[src/rtl/bcd_pkg.sv]
// Shared types and constants for the binary-to-BCD converter.
package bcd_pkg;

    typedef enum logic [1:0] {
        IDLE  = 2'd0,
        SHIFT = 2'd1,
        DONE  = 2'd2
    } state_t;

    localparam int unsigned BCD_W      = 4;
    localparam int unsigned ADJ_THRESH = 5;
    localparam int unsigned ADJ_ADD    = 3;

endpackage

[src/rtl/product_bcd_converter_if.sv]
// Input/output handshake bundle between the multiplier, converter and display path.
interface product_bcd_converter_if #(
    parameter int unsigned WIDTH  = 8,
    parameter int unsigned DIGITS = 3
);
    logic                  in_valid;
    logic                  in_ready;
    logic [WIDTH-1:0]      bin_in;
    logic                  out_valid;
    logic                  out_ready;
    logic [4*DIGITS-1:0]   bcd_out;
    logic [WIDTH-1:0]      bin_echo;
    logic                  busy;

    modport master (
        output in_valid, bin_in, out_ready,
        input  in_ready, out_valid, bcd_out, bin_echo, busy
    );

    modport slave (
        input  in_valid, bin_in, out_ready,
        output in_ready, out_valid, bcd_out, bin_echo, busy
    );
endinterface

[src/rtl/bcd_digit_adjust.sv]
// Double-dabble digit correction: adds 3 to a BCD digit that is 5 or more.
module bcd_digit_adjust
    import bcd_pkg::*;
(
    input  logic [BCD_W-1:0] i_digit,
    output logic [BCD_W-1:0] o_digit_c
);
    assign o_digit_c = (i_digit >= BCD_W'(ADJ_THRESH)) ? i_digit + BCD_W'(ADJ_ADD)
                                                        : i_digit;
endmodule

[src/rtl/product_bcd_converter.sv]
// Sequential shift-and-add-3 converter turning the multiplier product into BCD digits,
// one bit per cycle, with valid/ready handshakes on both sides.
module product_bcd_converter
    import bcd_pkg::*;
#(
    parameter int unsigned WIDTH  = 8,
    parameter int unsigned DIGITS = 3
) (
    input  logic                     clk,
    input  logic                     rst,
    product_bcd_converter_if.slave   bus
);
    localparam int unsigned BCD_TOT = BCD_W * DIGITS;
    localparam int unsigned CNT_W   = (WIDTH > 1) ? $clog2(WIDTH) : 1;

    state_t               r_state;
    logic [CNT_W-1:0]     r_cnt;
    logic [WIDTH-1:0]     r_bin;
    logic [WIDTH-1:0]     r_echo;
    logic [BCD_TOT-1:0]   r_acc;
    logic [BCD_TOT-1:0]   r_bcd_out;
    logic                 r_out_valid;
    logic                 r_busy;

    logic [BCD_TOT-1:0]   w_acc_adj;
    logic [BCD_TOT-1:0]   w_acc_next;
    logic                 w_unused_msb;

    // Per-digit +3 correction, no carry between digits
    for (genvar g = 0; g < int'(DIGITS); g++) begin : g_adj
        bcd_digit_adjust u_adj (
            .i_digit   (r_acc[g*BCD_W +: BCD_W]),
            .o_digit_c (w_acc_adj[g*BCD_W +: BCD_W])
        );
    end

    // The top accumulator bit shifted out is always zero for legal DIGITS/WIDTH
    assign w_acc_next   = {w_acc_adj[BCD_TOT-2:0], r_bin[WIDTH-1]};
    assign w_unused_msb = w_acc_adj[BCD_TOT-1];

    always_ff @(posedge clk) begin
        if (rst) begin
            r_state     <= IDLE;
            r_cnt       <= '0;
            r_bin       <= '0;
            r_echo      <= '0;
            r_acc       <= '0;
            r_bcd_out   <= '0;
            r_out_valid <= 1'b0;
            r_busy      <= 1'b0;
        end else begin
            case (r_state)
                IDLE: begin
                    if (bus.in_valid) begin
                        r_state <= SHIFT;
                        r_bin   <= bus.bin_in;
                        r_echo  <= bus.bin_in;
                        r_acc   <= '0;
                        r_cnt   <= '0;
                        r_busy  <= 1'b1;
                    end
                end
                SHIFT: begin
                    r_acc <= w_acc_next;
                    r_bin <= {r_bin[WIDTH-2:0], 1'b0};
                    r_cnt <= r_cnt + CNT_W'(1);
                    if (r_cnt == CNT_W'(WIDTH - 1)) begin
                        r_state     <= DONE;
                        r_bcd_out   <= w_acc_next;
                        r_busy      <= 1'b0;
                        r_out_valid <= 1'b1;
                    end
                end
                DONE: begin
                    if (bus.out_ready) begin
                        r_state     <= IDLE;
                        r_out_valid <= 1'b0;
                    end
                end
                default: begin
                    r_state     <= IDLE;
                    r_busy      <= 1'b0;
                    r_out_valid <= 1'b0;
                end
            endcase
        end
    end

    // Ready is held off for the whole time reset is asserted
    assign bus.in_ready  = (r_state == IDLE) && !rst;
    assign bus.out_valid = r_out_valid;
    assign bus.busy      = r_busy;
    assign bus.bcd_out   = r_bcd_out;
    assign bus.bin_echo  = r_echo;

endmodule

[src/flat_wrapper.sv]
// flat-port wrapper written by rule: the top's interface ports become plain ports
module product_bcd_converter_flat import bcd_pkg::*;
#(
    parameter int unsigned WIDTH  = 8,
    parameter int unsigned DIGITS = 3
)
  (clk, rst, bus_in_valid, bus_bin_in, bus_out_ready, bus_in_ready, bus_out_valid, bus_bcd_out, bus_bin_echo, bus_busy);
  product_bcd_converter_if #(.WIDTH(WIDTH), .DIGITS(DIGITS)) bus_i ();
  input  logic clk;
  input  logic rst;
  input wire logic [$bits(bus_i.in_valid)-1:0] bus_in_valid;
  input wire logic [$bits(bus_i.bin_in)-1:0] bus_bin_in;
  input wire logic [$bits(bus_i.out_ready)-1:0] bus_out_ready;
  output wire logic [$bits(bus_i.in_ready)-1:0] bus_in_ready;
  output wire logic [$bits(bus_i.out_valid)-1:0] bus_out_valid;
  output wire logic [$bits(bus_i.bcd_out)-1:0] bus_bcd_out;
  output wire logic [$bits(bus_i.bin_echo)-1:0] bus_bin_echo;
  output wire logic [$bits(bus_i.busy)-1:0] bus_busy;
  assign bus_i.in_valid = bus_in_valid;
  assign bus_i.bin_in = bus_bin_in;
  assign bus_i.out_ready = bus_out_ready;
  assign bus_in_ready = bus_i.in_ready;
  assign bus_out_valid = bus_i.out_valid;
  assign bus_bcd_out = bus_i.bcd_out;
  assign bus_bin_echo = bus_i.bin_echo;
  assign bus_busy = bus_i.busy;
  product_bcd_converter #(.WIDTH(WIDTH), .DIGITS(DIGITS)) u_core (.clk(clk), .rst(rst), .bus(bus_i));
endmodule
[config.mk]
export PLATFORM = sky130hd
export DESIGN_NAME = product_bcd_converter_flat
export DESIGN_NICKNAME = d
export VERILOG_FILES = /design/src/rtl/bcd_pkg.sv /design/src/rtl/product_bcd_converter_if.sv /design/src/rtl/bcd_digit_adjust.sv /design/src/rtl/product_bcd_converter.sv /design/src/flat_wrapper.sv
export SDC_FILE = /design/constraint.sdc
export NUM_CORES = 1
export LEC_CHECK = 0
export ABC_AREA = 1
export CAP_MARGIN = 20
export CORE_MARGIN = 3
export CORE_UTILIZATION = 52
export CTS_CLUSTER_SIZE = 24
export DETAILED_ROUTE_END_ITERATION = 6
export HOLD_SLACK_MARGIN = 0.02
export PLACE_DENSITY = 0.84
export SLEW_MARGIN = 0
export SYNTH_ARGS = -nofsm -noshare
export SYNTH_HDL_FRONTEND = slang
export SYNTH_SLANG_ARGS = --single-unit
[constraint.sdc]
create_clock -name clk -period 1.6 [get_ports clk]
set_input_delay 0.32 -clock clk [delete_from_list [all_inputs] [get_ports clk]]
set_output_delay 0.32 -clock clk [all_outputs]
set_load 0.01 [all_outputs]
==> flow_metrics.tcl <==
set metrics [dict create \
    core_region_area_mm2 0.00380 \
    cts_made_buffers 5 \
    synth.cells.most_frequent "sky130_fd_sc_hd__nand2_1 (88), sky130_fd_sc_hd__dfxtp_1 (47), sky130_fd_sc_hd__a21oi_1 (35), sky130_fd_sc_hd__inv_1 (25), sky130_fd_sc_hd__nor2_1 (18)" \
    tightestPinTransition_ns 0.316 \
    yosys.area.top_type "sky130_fd_sc_hd__dfxtp_1" \
    place.port_buffers 34 \
    post_synth_main_area_contributors "sky130_fd_sc_hd__dfxtp_1 (45%), sky130_fd_sc_hd__nand2_1 (16%), sky130_fd_sc_hd__a21oi_1 (8.3%), sky130_fd_sc_hd__ha_1 (4.7%), sky130_fd_sc_hd__inv_1 (4.4%)" \
    holdWs_ns 0.466 \
    crit_path_cell_trace "clkdlybuf4s50_1" \
    fin_nets 340 \
    grt_first_pass_wirelength_mm 6.62 \
    critPathTopFamily "buffers and inverters" \
    die_area_mm2 0.00486 \
    crit_path_max_incr_delay_ns 0.54 \
    ys_async_sr_fraction_pct 0 \
    synth_top_flop_cell "sky130_fd_sc_hd__dfxtp_1" \
    ir_worst_vdd_v 0.000760 \
    hold_depth 2 \
    detail_route.vias_per_cell 5.01 \
    ff2ff_path_depth 9 \
    fmax_mhz 656 \
    synthesis.yosys.warnings 0 \
    place_inst 358 \
    required_ns 1.28 \
    number_of_diodes 0 \
    clock_path_buffers 2 \
    critical-path-slowest-cell "sky130_fd_sc_hd__clkdlybuf4s50_1" \
    syn_avg_cell_area_um2 7.41 \
    post_dp_cell_area_mm2 0.00247 \
    maximum_fanout_along_the_worst_path 2 \
    post_drt_wl_per_cell_um 11.5 \
    timing_hold_violations_final 0 \
    grt_max_degree 38 \
    max-slew-margin-rel_pct 79.0 \
    tritoncts "yes" \
    rows 22 \
    chipHeight_um 69.7 \
    synth_enable_flop_cells 0 \
    max_cap_violations 0 \
    end_kind "output pin" \
    track_usage_pct 16.6 \
    timing.hold.worst.class "reg -> reg" \
    post-dp-hpwl_mm 2.77 \
    clock-skew-final_ns 0.00484 \
    synth_largest_type_area_fraction_pct 44.5 \
    synthesis.nets 305 \
    finalMaxSlewViolations 0 \
    layout.cell_area.non_filler_mm2 0.00262 \
    globalRouteOverflowTotal 0 \
    post_cts_hold_buffer_count 0 \
    synth-seq-area-share_pct 44.5 \
    drc 0 \
    instances_no_fill 369 \
    cts-root-buf "sky130_fd_sc_hd__clkbuf_8" \
    finalSetupViolations 0 \
    status "finished clean" \
    final_layout_size_suffix_gt1_share_pct 8.41 \
    tns_ns 0 \
    timing.final.crit_share_pct 95.3 \
    detailedRoute.firstIterationViolations 113 \
    finalWirelength_mm 4.25 \
    worst-path-buf-inv 1 \
    yosys_register_bits 47 \
    period_minus_slack_ns 1.53 \
    insertion_delay_ns 0.30 \
    synthesis.instances 285 \
    first_global_vias 1562 \
    p_per_area_mw_per_mm2 815 \
    cts.clk_slew.worst_paths_ns 0.08 \
    antenna_violations_before_repair 0 \
    cts_sinks 47 \
    num_io_pins 35 \
    cts_htree_levels 2 \
    gp_routability_congestion 0.827 \
    drt.antenna.violating_nets 0 \
    post_synth_num_cell_types 24 \
    worst-setup-path-type "reg -> out" \
    timing.critical_path.arrival_ns 1.21 \
    initial_core_util_pct 55.6 \
    die_x_um 69.7 \
    most_common_cell_in_the_synthesized_netlist "sky130_fd_sc_hd__nand2_1" \
    kind_of_start_point_of_the_critical_path "register" \
    dr.pass1.iters 4 \
    worst_path_depth 1 \
    routed-via-count 1850 \
    post_synth_instance_area_mm2 0.00211 \
    leakage_uw 0.00112 \
    rsz_0062_raised_after_global_routing "false" \
    syn2layout_area_growth_pct 24.0 \
]
sequential cells by signal (all words and copies together) (netlist names):
| register | cells |
|---|---|
| u_core.r_cnt | 3 |
| u_core.r_bin | 8 |
| u_core.bus.out_valid | 1 |
| u_core.r_state | 2 |
| u_core.r_acc | 12 |
| u_core.bus.bin_echo | 8 |
| u_core.bus.bcd_out | 12 |
| u_core.bus.busy | 1 |
worst min-delay path, cell delays in order (launching register included):
cell and delay (ns):
sky130_fd_sc_hd__dfxtp_1 0.32, sky130_fd_sc_hd__nand2_1 0.06, sky130_fd_sc_hd__a21oi_1 0.05
per-stage QoR:
step	total power, uW	util (%)	setup WS [ns]
floorplan	1390	-	0.331
global placement	1460	65.1	-0.169
detailed placement	1470	65.1	-0.250
CTS	2150	67.4	0.0640
global route	2210	68.9	0.00861
finish	2130	68.9	0.0746
cell usage in the layout (no fill, tap or decap), types with 2 or more instances in the layout:
master                            count
sky130_fd_sc_hd__a21o_1               6
sky130_fd_sc_hd__a21oi_1             35
sky130_fd_sc_hd__buf_12               2
sky130_fd_sc_hd__buf_4                2
sky130_fd_sc_hd__clkbuf_8             5
sky130_fd_sc_hd__clkdlybuf4s50_1     33
sky130_fd_sc_hd__clkinv_2             3
sky130_fd_sc_hd__dfxtp_1             46
sky130_fd_sc_hd__ha_1                 8
sky130_fd_sc_hd__inv_1               24
sky130_fd_sc_hd__inv_4                2
sky130_fd_sc_hd__mux2i_1              2
sky130_fd_sc_hd__nand2_1             88
sky130_fd_sc_hd__nand2_2              2
sky130_fd_sc_hd__nand3_1             13
sky130_fd_sc_hd__nand4_1              6
sky130_fd_sc_hd__nor2_1              17
sky130_fd_sc_hd__nor2_2               2
sky130_fd_sc_hd__o21a_1               3
sky130_fd_sc_hd__o21ai_0             12
path summary, 6_finish.rpt:
path,startpoint,endpoint,slack (ns)
worst max-delay path,u_core.bus.bcd_out[0],bus_bcd_out[0],0.07
worst min-delay path,u_core.r_acc[11],u_core.r_acc[11],0.47
worst max register to register,u_core.r_cnt[0],u_core.bus.bcd_out[4],0.09
worst min register to register,u_core.r_acc[11],u_core.r_acc[11],0.47
routing by layer:
metal  vias to the layer above  routed length, um  track usage, %
met5                         -                  0               0
met4                         0                 70            6.38
met3                         9                276            4.64
met2                        57               1960            26.7
met1                       797               1950            21.0
li1                        987                  -               -
timing repair:
action                                  in CTS  in global routing
resized for setup                            1                  7
pin swaps                                    1                  1
gates cloned                                 0                  1
setup buffers                                1                  1
endpoints found under the setup margin       1                 13
kinds of logic (layout without fill, tap and decap cells):
logic type	after synthesis	in the layout	share of synthesized area (%)
flops	47	47	44.5
buf+inv	40	76	8.83
fa+ha+maj	8	8	4.74
compound gates	58	58	15.1
simple gates	130	130	25.8
mux	2	2	0.948
where the power goes:
group / internal [uW] / switching, uW / total [uW] / leakage (uW)
clock: 300 / 394 / 693 / 0.0000477
combinational: 93.2 / 123 / 216 / 0.000691
sequential: 1200 / 20.1 / 1220 / 0.000382
total: 1600 / 537 / 2130 / 0.00112
layout make-up:
type                       count  area (um^2)
clock buffer                   5         68.8
clock inverter                 3         15.0
fill                         340         1180
inverter                      28          114
multi-input combinational    198          992
sequential                    47          942
tap                           48         60.1
timing repair buffer          40          427
(Power assumes the default switching activity.)
